`src/rtl/stepper_pkg.sv`:
```
// Shared types and microstep codes for the stepper array.
// Position counters are built only when STEPPER_POS_EN is defined.
package stepper_pkg;

  typedef enum logic [1:0] {
    IDLE,
    RUN,
    STOP
  } stepper_state_t;

  localparam logic [2:0] MS_FULL      = 3'b000;
  localparam logic [2:0] MS_HALF      = 3'b100;
  localparam logic [2:0] MS_QUARTER   = 3'b010;
  localparam logic [2:0] MS_EIGHTH    = 3'b110;
  localparam logic [2:0] MS_SIXTEENTH = 3'b111;

endpackage

```
`src/rtl/stepper_channel.sv`:
```
// One motor channel: speed ramp, phase accumulator, pulse timer, dir hold.
// Optional position counter under STEPPER_POS_EN.
module stepper_channel
  import stepper_pkg::*;
#(
  parameter int SPEED_W   = 10,
  parameter int ACC_W     = 24,
  parameter int ACCEL     = 4,
  parameter int PULSE_W   = 200,
  parameter int DIR_SETUP = 100
`ifdef STEPPER_POS_EN
  ,
  parameter int POS_W     = 32
`endif
) (
  input  logic                      clock,
  input  logic                      reset_n,
  input  logic                      run,
  input  logic                      tick,
  input  logic signed [SPEED_W-1:0] target,
`ifdef STEPPER_POS_EN
  input  logic                      pos_clr,
  output logic        [POS_W-1:0]   pos,
`endif
  output logic                      step,
  output logic                      dir,
  output logic                      at_speed,
  output logic                      idle
);

  localparam int SW = ACC_W + SPEED_W;
  localparam int PW = $clog2(PULSE_W + 1);
  localparam int HW = (DIR_SETUP > 0) ? $clog2(DIR_SETUP + 1) : 1;

  localparam logic signed [SPEED_W-1:0] S_MIN =
    {1'b1, {(SPEED_W-1){1'b0}}};
  localparam logic signed [SPEED_W-1:0] S_FLOOR =
    {1'b1, {(SPEED_W-2){1'b0}}, 1'b1};

  logic signed [SPEED_W-1:0] cur;
  logic signed [SPEED_W-1:0] eff;
  logic signed [SPEED_W-1:0] cur_nxt;
  logic        [SPEED_W-1:0] mag;
  logic        [ACC_W-1:0]   acc;
  logic        [SW-1:0]      sum;
  logic                      carry;
  logic                      pend;
  logic                      want_dir;
  logic                      fire;
  logic        [PW-1:0]      pcnt;
  logic        [HW-1:0]      hold;
  int                        d;
  int                        n;

  assign eff = !run ? '0 : (target == S_MIN) ? S_FLOOR : target;

  // Speed never jumps across zero; it lands on 0 first.
  always_comb begin
    d = int'(eff) - int'(cur);
    if (d > ACCEL) d = ACCEL;
    else if (d < -ACCEL) d = -ACCEL;
    n = int'(cur) + d;
    if ((cur > 0 && n < 0) || (cur < 0 && n > 0)) n = 0;
    cur_nxt = SPEED_W'(n);
  end

  assign mag      = cur[SPEED_W-1] ? SPEED_W'(-cur) : SPEED_W'(cur);
  assign sum      = SW'(acc) + SW'(mag);
  assign carry    = |sum[SW-1:ACC_W];
  assign want_dir = ~cur[SPEED_W-1];
  assign fire     = pend && !step && hold == '0 && dir == want_dir;
  assign idle     = (cur == '0) && !step;

  always_ff @(posedge clock) begin
    if (!reset_n) begin
      cur      <= '0;
      acc      <= '0;
      pend     <= 1'b0;
      step     <= 1'b0;
      pcnt     <= '0;
      dir      <= 1'b1;
      hold     <= '0;
      at_speed <= 1'b0;
    end else begin
      if (tick) cur <= cur_nxt;
      at_speed <= (cur == eff);

      if (cur == '0) begin
        acc  <= '0;
        pend <= 1'b0;
      end else begin
        acc  <= sum[ACC_W-1:0];
        pend <= carry | (pend & ~fire);
      end

      if (step) begin
        if (pcnt == '0) step <= 1'b0;
        else pcnt <= pcnt - 1'b1;
      end else if (fire) begin
        step <= 1'b1;
        pcnt <= PW'(PULSE_W - 1);
      end

      // A running pulse finishes before dir may flip.
      if (!step && dir != want_dir) begin
        dir  <= want_dir;
        hold <= HW'(DIR_SETUP);
      end else if (hold != '0) begin
        hold <= hold - 1'b1;
      end
    end
  end

`ifdef STEPPER_POS_EN
  always_ff @(posedge clock) begin
    if (!reset_n || pos_clr) pos <= '0;
    else if (fire) pos <= dir ? pos + 1'b1 : pos - 1'b1;
  end
`endif

endmodule

```
`src/rtl/stepper_array.sv`:
```
// N-channel step/dir generator: shared enable/microstep FSM and ramp tick.
// Define STEPPER_POS_EN to add per-channel position counters.
module stepper_array
  import stepper_pkg::*;
#(
  parameter int N_CH      = 2,
  parameter int SPEED_W   = 10,
  parameter int ACC_W     = 24,
  parameter int RAMP_DIV  = 100000,
  parameter int ACCEL     = 4,
  parameter int PULSE_W   = 200,
  parameter int DIR_SETUP = 100
`ifdef STEPPER_POS_EN
  ,
  parameter int POS_W     = 32
`endif
) (
  input  logic                      clock,
  input  logic                      reset_n,
  input  logic                      run_en,
  input  logic [N_CH*SPEED_W-1:0]   target_speed,
  input  logic [2:0]                microstep,
`ifdef STEPPER_POS_EN
  input  logic                      pos_clr,
  output logic [N_CH*POS_W-1:0]     pos,
`endif
  output logic [N_CH-1:0]           step,
  output logic [N_CH-1:0]           dir,
  output logic                      en_n,
  output logic [2:0]                ms,
  output logic [N_CH-1:0]           at_speed
);

  localparam int TW = (RAMP_DIV > 1) ? $clog2(RAMP_DIV) : 1;

  stepper_state_t    state;
  logic [TW-1:0]     tcnt;
  logic              tick;
  logic [N_CH-1:0]   ch_idle;

  assign tick = (state != IDLE) && (tcnt == TW'(RAMP_DIV - 1));

  always_ff @(posedge clock) begin
    if (!reset_n) begin
      state <= IDLE;
      en_n  <= 1'b1;
      ms    <= MS_FULL;
      tcnt  <= '0;
    end else begin
      if (state == IDLE || tick) tcnt <= '0;
      else tcnt <= tcnt + 1'b1;

      unique case (state)
        IDLE: begin
          ms <= microstep;
          if (run_en) begin
            state <= RUN;
            en_n  <= 1'b0;
          end
        end
        RUN: if (!run_en) state <= STOP;
        STOP: begin
          if (run_en) begin
            state <= RUN;
          end else if (&ch_idle) begin
            state <= IDLE;
            en_n  <= 1'b1;
          end
        end
        default: state <= IDLE;
      endcase
    end
  end

  for (genvar i = 0; i < N_CH; i++) begin : g_ch
    stepper_channel #(
      .SPEED_W  (SPEED_W),
      .ACC_W    (ACC_W),
      .ACCEL    (ACCEL),
      .PULSE_W  (PULSE_W),
      .DIR_SETUP(DIR_SETUP)
`ifdef STEPPER_POS_EN
      ,
      .POS_W    (POS_W)
`endif
    ) u_ch (
      .clock   (clock),
      .reset_n (reset_n),
      .run     (state == RUN),
      .tick    (tick),
      .target  (target_speed[i*SPEED_W +: SPEED_W]),
`ifdef STEPPER_POS_EN
      .pos_clr (pos_clr),
      .pos     (pos[i*POS_W +: POS_W]),
`endif
      .step    (step[i]),
      .dir     (dir[i]),
      .at_speed(at_speed[i]),
      .idle    (ch_idle[i])
    );
  end

endmodule
```
`config.mk`:
```
export PLATFORM = sky130hd
export DESIGN_NAME = stepper_array
export DESIGN_NICKNAME = d
export VERILOG_FILES = /design/src/rtl/stepper_pkg.sv /design/src/rtl/stepper_channel.sv /design/src/rtl/stepper_array.sv
export SDC_FILE = /design/constraint.sdc
export NUM_CORES = 1
export LEC_CHECK = 0
export BUFFER_PORTS_ARGS = -buffer_cell sky130_fd_sc_hd__buf_4
export CORE_MARGIN = 2
export CORE_UTILIZATION = 65
export CTS_CLUSTER_SIZE = 14
export DETAILED_ROUTE_END_ITERATION = 8
export PLACE_DENSITY = 0.87
export SLEW_MARGIN = 25
export SYNTH_ARGS = -nofsm -noshare
export SYNTH_HDL_FRONTEND = slang
export SYNTH_HIERARCHICAL = 1
export SYNTH_SLANG_ARGS = --single-unit
```
`constraint.sdc`:
```
create_clock -name clock -period 12 [get_ports clock]
set_input_delay 1.8 -clock clock [delete_from_list [all_inputs] [get_ports clock]]
set_output_delay 1.8 -clock clock [all_outputs]
set_load 0.02 [all_outputs]
```
==> qor.yml <==
required_ns: 12.34
ir_drop_mv: 0.0984
drt_wl_total_um: 20300
maxCapViolCount: 0
hpwl_um: 14400
layout_min_cycle_time_ns: 8.09
grt_max_degree: 38
synth-main-ff-cell: "dfxtp_1"
synth.cell_area_um2: 8870
fmax_mhz: 124
min_path_type: "reg -> reg"
rsz0062_at_grt: "no"
numCtsBuffers: 17
leakage_nw: 4.00
power.density_nw_per_um2: 120
htreeDepth: 4
avgRoutedWirePerCell_um: 15.6
clockBufferDepth: 2
setup_tns_ns: 0
worst-path-buf-inv: 1
synthDistinctLibCells: 85
cp-start-kind: "input pin"
clock_sinks: 129
drive_above_1_share_pct: 8.93
ant_nets: 0
antenna_found_initial: 0
core-area_um2: 13300
rows: 42
critPathCaptureType: "register"
drt-initial-drc-count: 533
crit_top_cell: "ha_1"
postCtsHoldBufs: 0
finClkSkew_ns: 0.00968
grt_pass1_vias: 7575
critical_path_class: "in -> reg"
synth_seq_cells: 129
hold_viol_final: 0
grt_use_total_pct: 28.9
crit_arrival_ns: 8.44
dp_slack_ns: 3.69
post_cts_buffers: 0
r2r_slack_ns: 4.72
pin_count: 36
dr.pass1.iters: 5
start_util_pct: 66.7
gp_congestion: 0.900
tightest_slew_ns: 0.927
area_delta_synth_final_pct: 10.8
die_h_um: 121
die_w_um: 121
cpPeakStageDelay_ns: 0.62
cts-root-buf: "clkbuf_16"
cp_top_family: "compound AO/OA/AOI/OAI gates"
fin_crit_sh_pct: 67.4
grt_first_pass_wirelength_um: 34500
async_reset_ff_share_pct: 0
syn_inst: 1079
relSlewSlack_pct: 37.4
finalSetupViolCount: 0
nets: 1214
cts_tree: "yes"
drc: 0
overflow: 0
status: "complete, no violations"
avgViaCountPerCell: 6.12
port_buffers: 35
path_clk_slew_ns: 0.06
synth_edf_count: 0
syn_nets: 1186
yosys_warnings: 6
die-area_um2: 14600
clk_latency_ns: 0.42
post_cts_resized: 0
vias: 7927
slew_viol_final: 0
synth.yosys.seq_area_share_pct: 29.1
syn_avg_cell_area_um2: 8.22
worst-path-max-fanout: 12
layout_setup_ws_ns: 3.91
slowest_stage: "o41ai_1"
antenna_cells: 0
logic make-up (layout without fill, tap and decap cells):
logic type / after synthesis / in the layout / share of synthesized area, %
simple gates: 439 / 439 / 26.5
compound gates: 251 / 251 / 19.0
flops: 129 / 129 / 29.1
xor+xnor: 91 / 91 / 8.99
buf+inv: 87 / 128 / 4.15
fa+ha+maj: 81 / 81 / 12.1
mux: 1 / 1 / 0.113
final cells by class:
| type | instances | area, um2 |
|---|---|---|
| clock buffers | 20 | 437 |
| clock inverters | 12 | 134 |
| fillers | 985 | 3470 |
| inverters | 56 | 210 |
| multi-input cells | 863 | 5940 |
| flip-flops and latches | 129 | 2580 |
| well taps | 176 | 220 |
| repair buffers | 40 | 300 |
report_power, final:
group | leakage, nW | internal (W) | switching (W)
Combinational | 2.68 | 0.0000957 | 0.000122
Clock | 0.275 | 0.000306 | 0.000193
Sequential | 1.04 | 0.000445 | 0.0000144
registers in the layout, summed over array words and instances (netlist names):
name	cells
en_n	1
g_ch.u_ch/acc	48
g_ch.u_ch/at_speed	2
g_ch.u_ch/cur	20
g_ch.u_ch/dir	2
g_ch.u_ch/hold	14
g_ch.u_ch/pcnt	16
g_ch.u_ch/pend	2
g_ch.u_ch/step	2
ms	3
state	2
tcnt	17
synthesized netlist by cell type (17+ instances only):
master    instances  area, um2
nor3_1           36        180
xor2_1           31        272
dfxtp_1         129       2580
a21oi_1          72        360
o21ai_0          44        220
xnor2_1          60        526
clkbuf_1         20       75.1
ha_1             73        913
nand2_1          77        289
inv_1            56        210
nor2_1          125        469
and2_1           23        144
o31ai_1          17        128
nand4_1          23        144
nand3_1          29        145
worst paths after layout:
kind                              start  depth (start not counted)                               end
setup / recovery       target_speed[14]                         27  g_ch[1].u_ch/cur[2]$_SDFFE_PN0P_
hold / removal       tcnt[0]$_SDFF_PP0_                          1                tcnt[0]$_SDFF_PP0_
setup reg to reg  state[0]$_SDFFE_PN0P_                         24  g_ch[1].u_ch/cur[2]$_SDFFE_PN0P_
hold reg to reg      tcnt[0]$_SDFF_PP0_                          1                tcnt[0]$_SDFF_PP0_
cell usage in the layout, fill, tap and decap left out, types with 4 or more instances in the layout:
cell,instances
or4_1,9
nor3b_1,6
and2_1,23
nor3_2,4
ha_1,73
clkbuf_16,17
nor2b_1,9
xnor2_1,60
nand3_1,29
inv_1,56
fa_1,8
nand3b_1,9
a22o_1,10
nand4_1,23
a41oi_1,4
nand2_1,77
xor2_1,31
a2bb2oi_1,4
a21o_1,13
o21a_1,9
o31ai_1,17
and3_1,12
dfxtp_1,129
a211oi_1,10
nor4_1,10
nor4b_1,4
and3b_1,5
nor3_1,35
a21boi_0,11
o211ai_1,4
nor2_1,125
o41ai_1,6
buf_4,40
nand2b_1,16
a21oi_1,72
o311ai_0,4
or3_1,16
o21ai_0,44
o21bai_1,8
through the flow:
stage | utilization [%] | hold WS (ns) | cells | power (W) | area (um2)
after floorplan | - | 0.427 | 1079 | 0.000640 | 8870
after global placement | 69.5 | 0.437 | 1264 | 0.000673 | 9240
after detailed placement | 69.6 | 0.463 | 1264 | 0.000680 | 9250
after CTS | 73.9 | 0.476 | 1296 | 0.00118 | 9820
after global routing | 73.9 | 0.493 | 1296 | 0.00123 | 9830
final | 73.9 | 0.477 | 1296 | 0.00118 | 9830
per-layer routing:
layer  track usage [%]  vias to the layer above  wire (um)
met4              10.7                        0        499
met2              49.6                      211       9980
met5                 0                        -          0
li1                  -                     3950          -
met1              35.1                     3724       8690
met3              7.03                       42       1090
(Power assumes the default switching activity.)
